File: config.mk
export PLATFORM = sky130hd
export DESIGN_NAME = afifo_wr_arb
export DESIGN_NICKNAME = d
export VERILOG_FILES = /design/src/rtl/afifo_pkte.sv /design/src/rtl/afifo_rr_pick.sv /design/src/rtl/afifo_wr_arb.sv
export SDC_FILE = /design/constraint.sdc
export NUM_CORES = 1
export LEC_CHECK = 0
export BUFFER_PORTS_ARGS = -buffer_cell sky130_fd_sc_hd__buf_2
export CAP_MARGIN = 30
export CORE_MARGIN = 1
export CORE_UTILIZATION = 46
export DETAILED_ROUTE_END_ITERATION = 16
export HOLD_SLACK_MARGIN = 0.02
export PLACE_DENSITY = 0.85
export SKIP_LAST_GASP = 1
export SLEW_MARGIN = 20
export SYNTH_ARGS = -nofsm -noshare
export SYNTH_HDL_FRONTEND = slang
export SYNTH_SLANG_ARGS = --single-unit
File: constraint.sdc
create_clock -name wclk -period 4.7 [get_ports wclk]
set_clock_uncertainty 0.15 [all_clocks]
set_input_delay 0.47 -clock wclk [delete_from_list [all_inputs] [get_ports wclk]]
set_output_delay 0.47 -clock wclk [all_outputs]
set_load 0.02 [all_outputs]
File: src/rtl/afifo_pkte.sv
// Shared definitions for the asynchronous FIFO and its write-side arbiter.
// Latency: n/a (types and constants only).
// Backpressure: n/a.
package afifo_pkte;

    localparam int D_WIDTH = 8;
    localparam int ADDRS   = 4;
    localparam int F_DEPTH = 1 << ADDRS;

    typedef logic [D_WIDTH-1:0] data_ty;

    // Defaults for the write arbiter; instances may override them.
    localparam int N_REQ_DEF     = 4;
    localparam int MAX_BURST_DEF = 4;

    typedef enum logic {
        IDLE  = 1'b0,
        BURST = 1'b1
    } arb_state_t;

    typedef logic [$clog2(N_REQ_DEF)-1:0] req_idx_t;

endpackage

File: src/rtl/afifo_rr_pick.sv
// Round-robin picker: first asserted request at or after rr_ptr, wrapping at N_REQ-1.
// Latency: purely combinational.
// Backpressure: none; found=0 when no request is asserted.
// Ports: req (request vector), rr_ptr (search start), found, idx (winning index).
module afifo_rr_pick
    import afifo_pkte::*;
#(
    parameter int N_REQ = N_REQ_DEF,
    parameter int IW    = $clog2(N_REQ)
) (
    input  logic [N_REQ-1:0] req,
    input  logic [IW-1:0]    rr_ptr,
    output logic             found,
    output logic [IW-1:0]    idx
);

    // Walk the offsets from the far end back to zero so that the smallest
    // offset (the highest-priority candidate) is the last one to win.
    always_comb begin
        int cand;
        cand  = 0;
        found = 1'b0;
        idx   = '0;
        for (int k = N_REQ - 1; k >= 0; k--) begin
            cand = int'(rr_ptr) + k;
            // Explicit wrap: N_REQ need not be a power of two.
            if (cand >= N_REQ) begin
                cand = cand - N_REQ;
            end
            if (req[cand[IW-1:0]]) begin
                found = 1'b1;
                idx   = cand[IW-1:0];
            end
        end
    end

endmodule

File: src/rtl/afifo_wr_arb.sv
// Round-robin burst arbiter sharing the async FIFO write port among N_REQ producers.
// Latency: grant one cycle after req_valid seen in IDLE; then one word per cycle.
// Backpressure: fifo_wfull combinationally clears req_ready/fifo_winc; grant and count hold.
// Ports: wclk/wrst_n; req_valid/req_data/req_last/req_ready per producer;
//        fifo_wfull in, fifo_winc/fifo_wdata out; gnt_onehot and busy status.
module afifo_wr_arb
    import afifo_pkte::*;
#(
    parameter int N_REQ     = N_REQ_DEF,
    parameter int MAX_BURST = MAX_BURST_DEF
) (
    input  logic                            wclk,
    input  logic                            wrst_n,
    input  logic [N_REQ-1:0]                req_valid,
    input  logic [N_REQ-1:0][D_WIDTH-1:0]   req_data,
    input  logic [N_REQ-1:0]                req_last,
    output logic [N_REQ-1:0]                req_ready,
    input  logic                            fifo_wfull,
    output logic                            fifo_winc,
    output logic [D_WIDTH-1:0]              fifo_wdata,
    output logic [N_REQ-1:0]                gnt_onehot,
    output logic                            busy
);

    localparam int IW = $clog2(N_REQ);
    localparam int CW = $clog2(MAX_BURST) + 1;
    localparam logic [CW-1:0] LAST_CNT = CW'(MAX_BURST - 1);
    localparam logic [IW-1:0] LAST_IDX = IW'(N_REQ - 1);

    arb_state_t     state;
    logic [IW-1:0]  gnt_idx;
    logic [IW-1:0]  rr_ptr;
    logic [CW-1:0]  burst_cnt;

    logic           pick_found;
    logic [IW-1:0]  pick_idx;
    logic           xfer;
    logic           burst_done;
    logic [IW-1:0]  next_ptr;

    afifo_rr_pick #(
        .N_REQ (N_REQ),
        .IW    (IW)
    ) u_pick (
        .req    (req_valid),
        .rr_ptr (rr_ptr),
        .found  (pick_found),
        .idx    (pick_idx)
    );

    // The full flag feeds ready and push directly so a word is never
    // offered to the FIFO in a cycle where it cannot land.
    always_comb begin
        req_ready  = '0;
        xfer       = 1'b0;
        if (state == BURST) begin
            req_ready[gnt_idx] = ~fifo_wfull;
            xfer               = req_valid[gnt_idx] & ~fifo_wfull;
        end
        fifo_winc  = xfer;
        // Masked to zero when idle so the bus is quiet out of reset.
        fifo_wdata = xfer ? req_data[gnt_idx] : '0;
        burst_done = xfer & (req_last[gnt_idx] | (burst_cnt == LAST_CNT));
        next_ptr   = (gnt_idx == LAST_IDX) ? '0 : gnt_idx + IW'(1);
    end

    always_ff @(posedge wclk or negedge wrst_n) begin
        if (!wrst_n) begin
            state      <= IDLE;
            gnt_idx    <= '0;
            rr_ptr     <= '0;
            burst_cnt  <= '0;
            gnt_onehot <= '0;
            busy       <= 1'b0;
        end else begin
            case (state)
                IDLE: begin
                    if (pick_found) begin
                        state      <= BURST;
                        gnt_idx    <= pick_idx;
                        burst_cnt  <= '0;
                        gnt_onehot <= N_REQ'(1) << pick_idx;
                        busy       <= 1'b1;
                    end
                end
                BURST: begin
                    // A stalled or silent producer keeps the grant indefinitely.
                    if (burst_done) begin
                        state      <= IDLE;
                        rr_ptr     <= next_ptr;
                        burst_cnt  <= '0;
                        gnt_onehot <= '0;
                        busy       <= 1'b0;
                    end else if (xfer) begin
                        burst_cnt  <= burst_cnt + CW'(1);
                    end
                end
                default: begin
                    state <= IDLE;
                end
            endcase
        end
    end

endmodule

; After elaboration in Yosys (flattened, before gate mapping)
; Index checks and enable logic that the tools add are counted.
[word_totals]
reg_bits = 13
latch_bits = 0
ramBits = 0
mem_bits_ro = 0
in_bits = 43
output_inout_bits = 18
word_cells = 87
n_memories = 0
[op_classes]
addsub = 9
multipliers = 0
div = 0
order_cmp = 10
n_eq_ne = 5
shift = 1
n_mux = 45
bitwise = 6
reduce_logical = 5
[ops]
columns = operator, count
row1 = 2-to-1 mux 2 bit, 9
row2 = binary-select mux 8 bit (select 2 bit), 1
row3 = 2-to-1 mux 1 bit, 16
row4 = 2-to-1 mux 8 bit, 2
row5 = < comparator 2 x 3 -> 1 bit (second input constant), 5
row6 = binary-select mux 1 bit (select 2 bit), 6
row7 = 2-to-1 mux 4 bit, 3
row8 = greater-or-equal comparator 3 bit (second input constant), 3
row9 = 2-to-1 mux 3 bit, 3
row10 = one-hot mux 4 bit (2 select lines), 1
row11 = AND reduction 2 bit, 4
row12 = subtractor 2 x 1 -> 2 bit (second input constant), 4
row13 = adder 2 x 2 -> 3 bit (second input constant), 2
row14 = one-hot mux 3 bit (2 select lines), 1
row15 = bitwise AND 4 bit, 1
row16 = one-hot mux 1 bit (2 select lines), 2
row17 = << shifter 1 x 2 -> 4 bit (first input constant), 1
row18 = adder 2 x 1 -> 3 bit (second input constant), 1
row19 = adder 3 x 1 -> 3 bit (second input constant), 1
row20 = equality test 3 x 2 -> 1 bit (second input constant), 1
row21 = greater-or-equal comparator 2 x 3 -> 1 bit (second input constant), 1
row22 = != test 3 x 2 -> 1 bit (second input constant), 1
row23 = adder 2 x 1 -> 2 bit (second input constant), 1
row24 = bitwise AND 1 bit, 2
row25 = other kinds (8), 9

; Longest topological paths before layout
[depth]
word_depth = 12
mapped_depth = 6

; By module
; A second synthesis with hierarchy kept.
[hier_totals]
cells_unflattened = 97
hier_area_um2 = 1043.5
[modules_own_cells]
columns = mod, instances, cells_per_inst, area_each_um2
row1 = afifo_wr_arb, 1, 84, 965.9
row2 = afifo_rr_pick, 1, 13, 77.6

; Least setup slack after synthesis
; No wires, ideal clock.
[synth_timing]
path_type = reg2out
start = reg gnt_idx[0]
end = out fifo_wdata[0]
arrival_time_ns = 1.514
required_time_ns = 4.080
slack_ns = 2.566
stages_incl_launch_ff = 4
n_path_buf = 1
path_cell_list = dfrtp_1 > buf_2 > mux4_2 > and3_1
[synth_between]
elab_chain_cells = 5
[synth_rtl]
columns = element, line
row1 = start: declaration, afifo_wr_arb.sv:31  ; logic [IW-1:0] gnt_idx;
row2 = start signal: assignment, afifo_wr_arb.sv:80  ; gnt_idx <= pick_idx;
row3 = binary-select mux 1 bit (select 2 bit), afifo_wr_arb.sv:58  ; xfer = req_valid[gnt_idx] & ~fifo_wfull;
row4 = 2-to-1 mux 1 bit (implied by the code), afifo_wr_arb.sv:58
row5 = bitwise AND 1 bit, afifo_wr_arb.sv:58
row6 = 2-to-1 mux 1 bit, afifo_wr_arb.sv:56  ; if (state == BURST) begin
row7 = 2-to-1 mux 8 bit *, afifo_wr_arb.sv:62  ; fifo_wdata = xfer ? req_data[gnt_idx] : '0;
row8 = end: declaration, afifo_wr_arb.sv:20  ; output logic [D_WIDTH-1:0] fifo_wdata,
; Every way passes the cells marked *; elsewhere a longest branch is shown, timed or not. The select of a mux whose other input is x is not followed.

; Worst setup path in the final report
[layout_timing]
start = reg gnt_idx[0]
end = out fifo_winc
[layout_between]
elab_chain_cells = 4
[layout_rtl]
columns = element, line
row1 = binary-select mux 1 bit (select 2 bit), afifo_wr_arb.sv:58
row2 = 2-to-1 mux 1 bit (implied by the code), afifo_wr_arb.sv:58
row3 = bitwise AND 1 bit, afifo_wr_arb.sv:58
row4 = 2-to-1 mux 1 bit, afifo_wr_arb.sv:56
row5 = end: declaration, afifo_wr_arb.sv:19  ; output logic fifo_winc,
; No other way between the ends. The select of a mux whose other input is x is not followed.

==> results_dict.tcl <==
set metrics [dict create \
    clkSinkCount 13 \
    place_congestion 0.756 \
    nets 206 \
    synth_warnings 0 \
    async_flop_share 1.00 \
    cts_made_buffers 3 \
    cts_root_buf "clkbuf_4" \
    dpl_cell_area_sq_mm 0.00134 \
    drv_cap 0 \
    port_buffers 60 \
    status "complete, no violations" \
    clockBufferDepth 2 \
    ys.flop_type "dfrtp_1" \
    core.rowCount 16 \
    fp.dieH_microns 49.3 \
    synthesis.nets 145 \
    h-tree-depth 1 \
    pin_count 61 \
    ant_nets 0 \
    vias 1024 \
    design_area_sq_mm 0.00138 \
    cpMaxStageDelayCell "dfrtp_1" \
    path_class "register to output port" \
    die_area_sq_mm 0.00243 \
    postCtsHoldBufs 1 \
    slew_headroom 0.538 \
    dr.pass1.iters 5 \
    die_w_microns 49.3 \
    start_util 0.504 \
    grt-ovfl-total 0 \
    cp_max_fo 15 \
    crit_path_end_kind "output port" \
    syn_to_final_growth_pct 33.8 \
    critPathArrivalTime_ps 2170 \
    syn_area_sq_mm 0.00103 \
    cts_resized 0 \
    min_path_type "register to register" \
    required_ps 4080 \
    final_util 0.675 \
    dpl.cell_count 178 \
    grt_pass1_wl_microns 4380 \
    cp-start-kind "register" \
    first_global_vias 960 \
    antenna_found_initial 0 \
    fin_cells 183 \
    routed_via_density 5.60 \
    synth_cell_type_count 29 \
    min_period_ps 2790 \
    grt.total_usage 0.237 \
    rsz0062_at_grt "no" \
    ys_seq_elements 13 \
    final_hold_viol_count 0 \
    wl_microns 2590 \
    grt_max_degree 17 \
    syn_area_per_cell_sq_um 10.7 \
    power_density_mw_per_mm2 484 \
    tns_ps 0 \
    route.detailed.drc 0 \
    leakage_nw 0.729 \
    period_share 0.593 \
    fin_total_pwr_mw 0.667 \
    diodes 0 \
    critPathMaxStageDelay_ps 800 \
    clkTransAtPathRegs_ps 70 \
    timing.fmax_ghz 0.359 \
    ys_seq_area_frac 0.316 \
    slew_violations 0 \
    finalWorstSetupSlack_ps 1910 \
    wl_per_cell_microns 14.2 \
    dp_hpwl_microns 2090 \
    clk-insertion-delay-late_ps 280 \
    cts_setup_buffers 0 \
    setup-violations-final 0 \
    tritoncts "built" \
    drive_gt1_frac 0.500 \
    core_sq_mm 0.00204 \
    drtIter0Drc 16 \
    timing.hold.ws_ps 361 \
    peakVddDrop_v 0.000294 \
    tightestPinTransition_ps 694 \
    crit_chain "mux4_2 -> nand2_4 -> inv_1 -> buf_2" \
    syn_inst 96 \
    synth-edff-count 0 \
    dp_worst_setup_slack_ps 2190 \
]
-- cell usage in the layout, fill, tap and decap left out, types with 2 or more instances in the layout --
cell type	n
clkbuf_4	3
nor2_4	2
nand3_1	4
o21ai_0	7
o32ai_1	5
dfrtp_1	13
and3_1	8
nand2b_1	2
inv_1	7
nor2b_1	2
ha_1	6
buf_2	60
nand2_1	7
and2_1	4
a21oi_1	3
mux4_2	10
-- layout make-up --
cell class / instances / area, sq um
repair buffers: 61 / 310
fillers: 164 / 664
inverters: 7 / 26.3
clock buffers: 4 / 26.3
multi-input cells: 71 / 656
well taps: 27 / 33.8
flip-flops and latches: 13 / 325
-- registers in the layout, summed over array words and instances (netlist names) --
signal and count:
burst_cnt 3, busy 1, state 1, gnt_onehot 4, gnt_idx 2, rr_ptr 2
-- power by group --
group | switching [mW] | total, mW | internal (mW)
Clock | 0.0372 | 0.0701 | 0.0329
Combinational | 0.197 | 0.380 | 0.182
Sequential | 0.0641 | 0.217 | 0.153
-- cell families (layout without fill, tap and decap cells) --
kind of cell	count (synthesis)	after routing	synth area share
mux	11	11	0.233
compound gates	20	20	0.132
buf+inv	12	72	0.0474
simple gates	34	34	0.198
fa+ha+maj	6	6	0.0729
flops	13	13	0.316
-- worst paths after layout --
| path | startpoint | end | slack (ps) | cells past startpoint |
|---|---|---|---|---|
| setup / recovery | gnt_idx[0] | fifo_winc | 1910 | 4 |
| min in group asynchronous | wrst_n | state | 440 | 2 |
| max in group asynchronous | wrst_n | rr_ptr[0] | 3730 | 2 |
| hold reg to reg | burst_cnt[2] | burst_cnt[2] | 360 | 2 |
| hold / removal | burst_cnt[2] | burst_cnt[2] | 360 | 2 |
| setup reg to reg | gnt_idx[0] | rr_ptr[1] | 2400 | 4 |
-- worst max-delay path: cells and delay by family, from the launching register on --
kind | cells | cell delay, ps
simple gates | 1 | 170
flops | 1 | 800
buf+inv | 2 | 210
mux | 1 | 710
-- cells in the mapped netlist (2+ instances only) --
cell type / number / share of area
a21oi_1: 3 / 0.015
nand2b_1: 2 / 0.012
dfrtp_1: 13 / 0.32
and2_1: 4 / 0.024
o21ai_0: 7 / 0.034
nor2_4: 2 / 0.022
and3_1: 8 / 0.049
inv_1: 7 / 0.026
ha_1: 6 / 0.073
o32ai_1: 5 / 0.043
buf_2: 2 / 0.0097
mux4_2: 10 / 0.22
nand3_1: 4 / 0.019
nand2_1: 7 / 0.026
nor2b_1: 2 / 0.012
-- per-layer routing --
layer  track usage  vias up  part of all wire
met5             0        -                 0
met4        0.0588        0            0.0096
met3        0.0685        4             0.094
met2         0.422       60              0.50
met1         0.276      477              0.40
li1              -      483                 -
No activity file was read; power rests on OpenSTA's default activity.
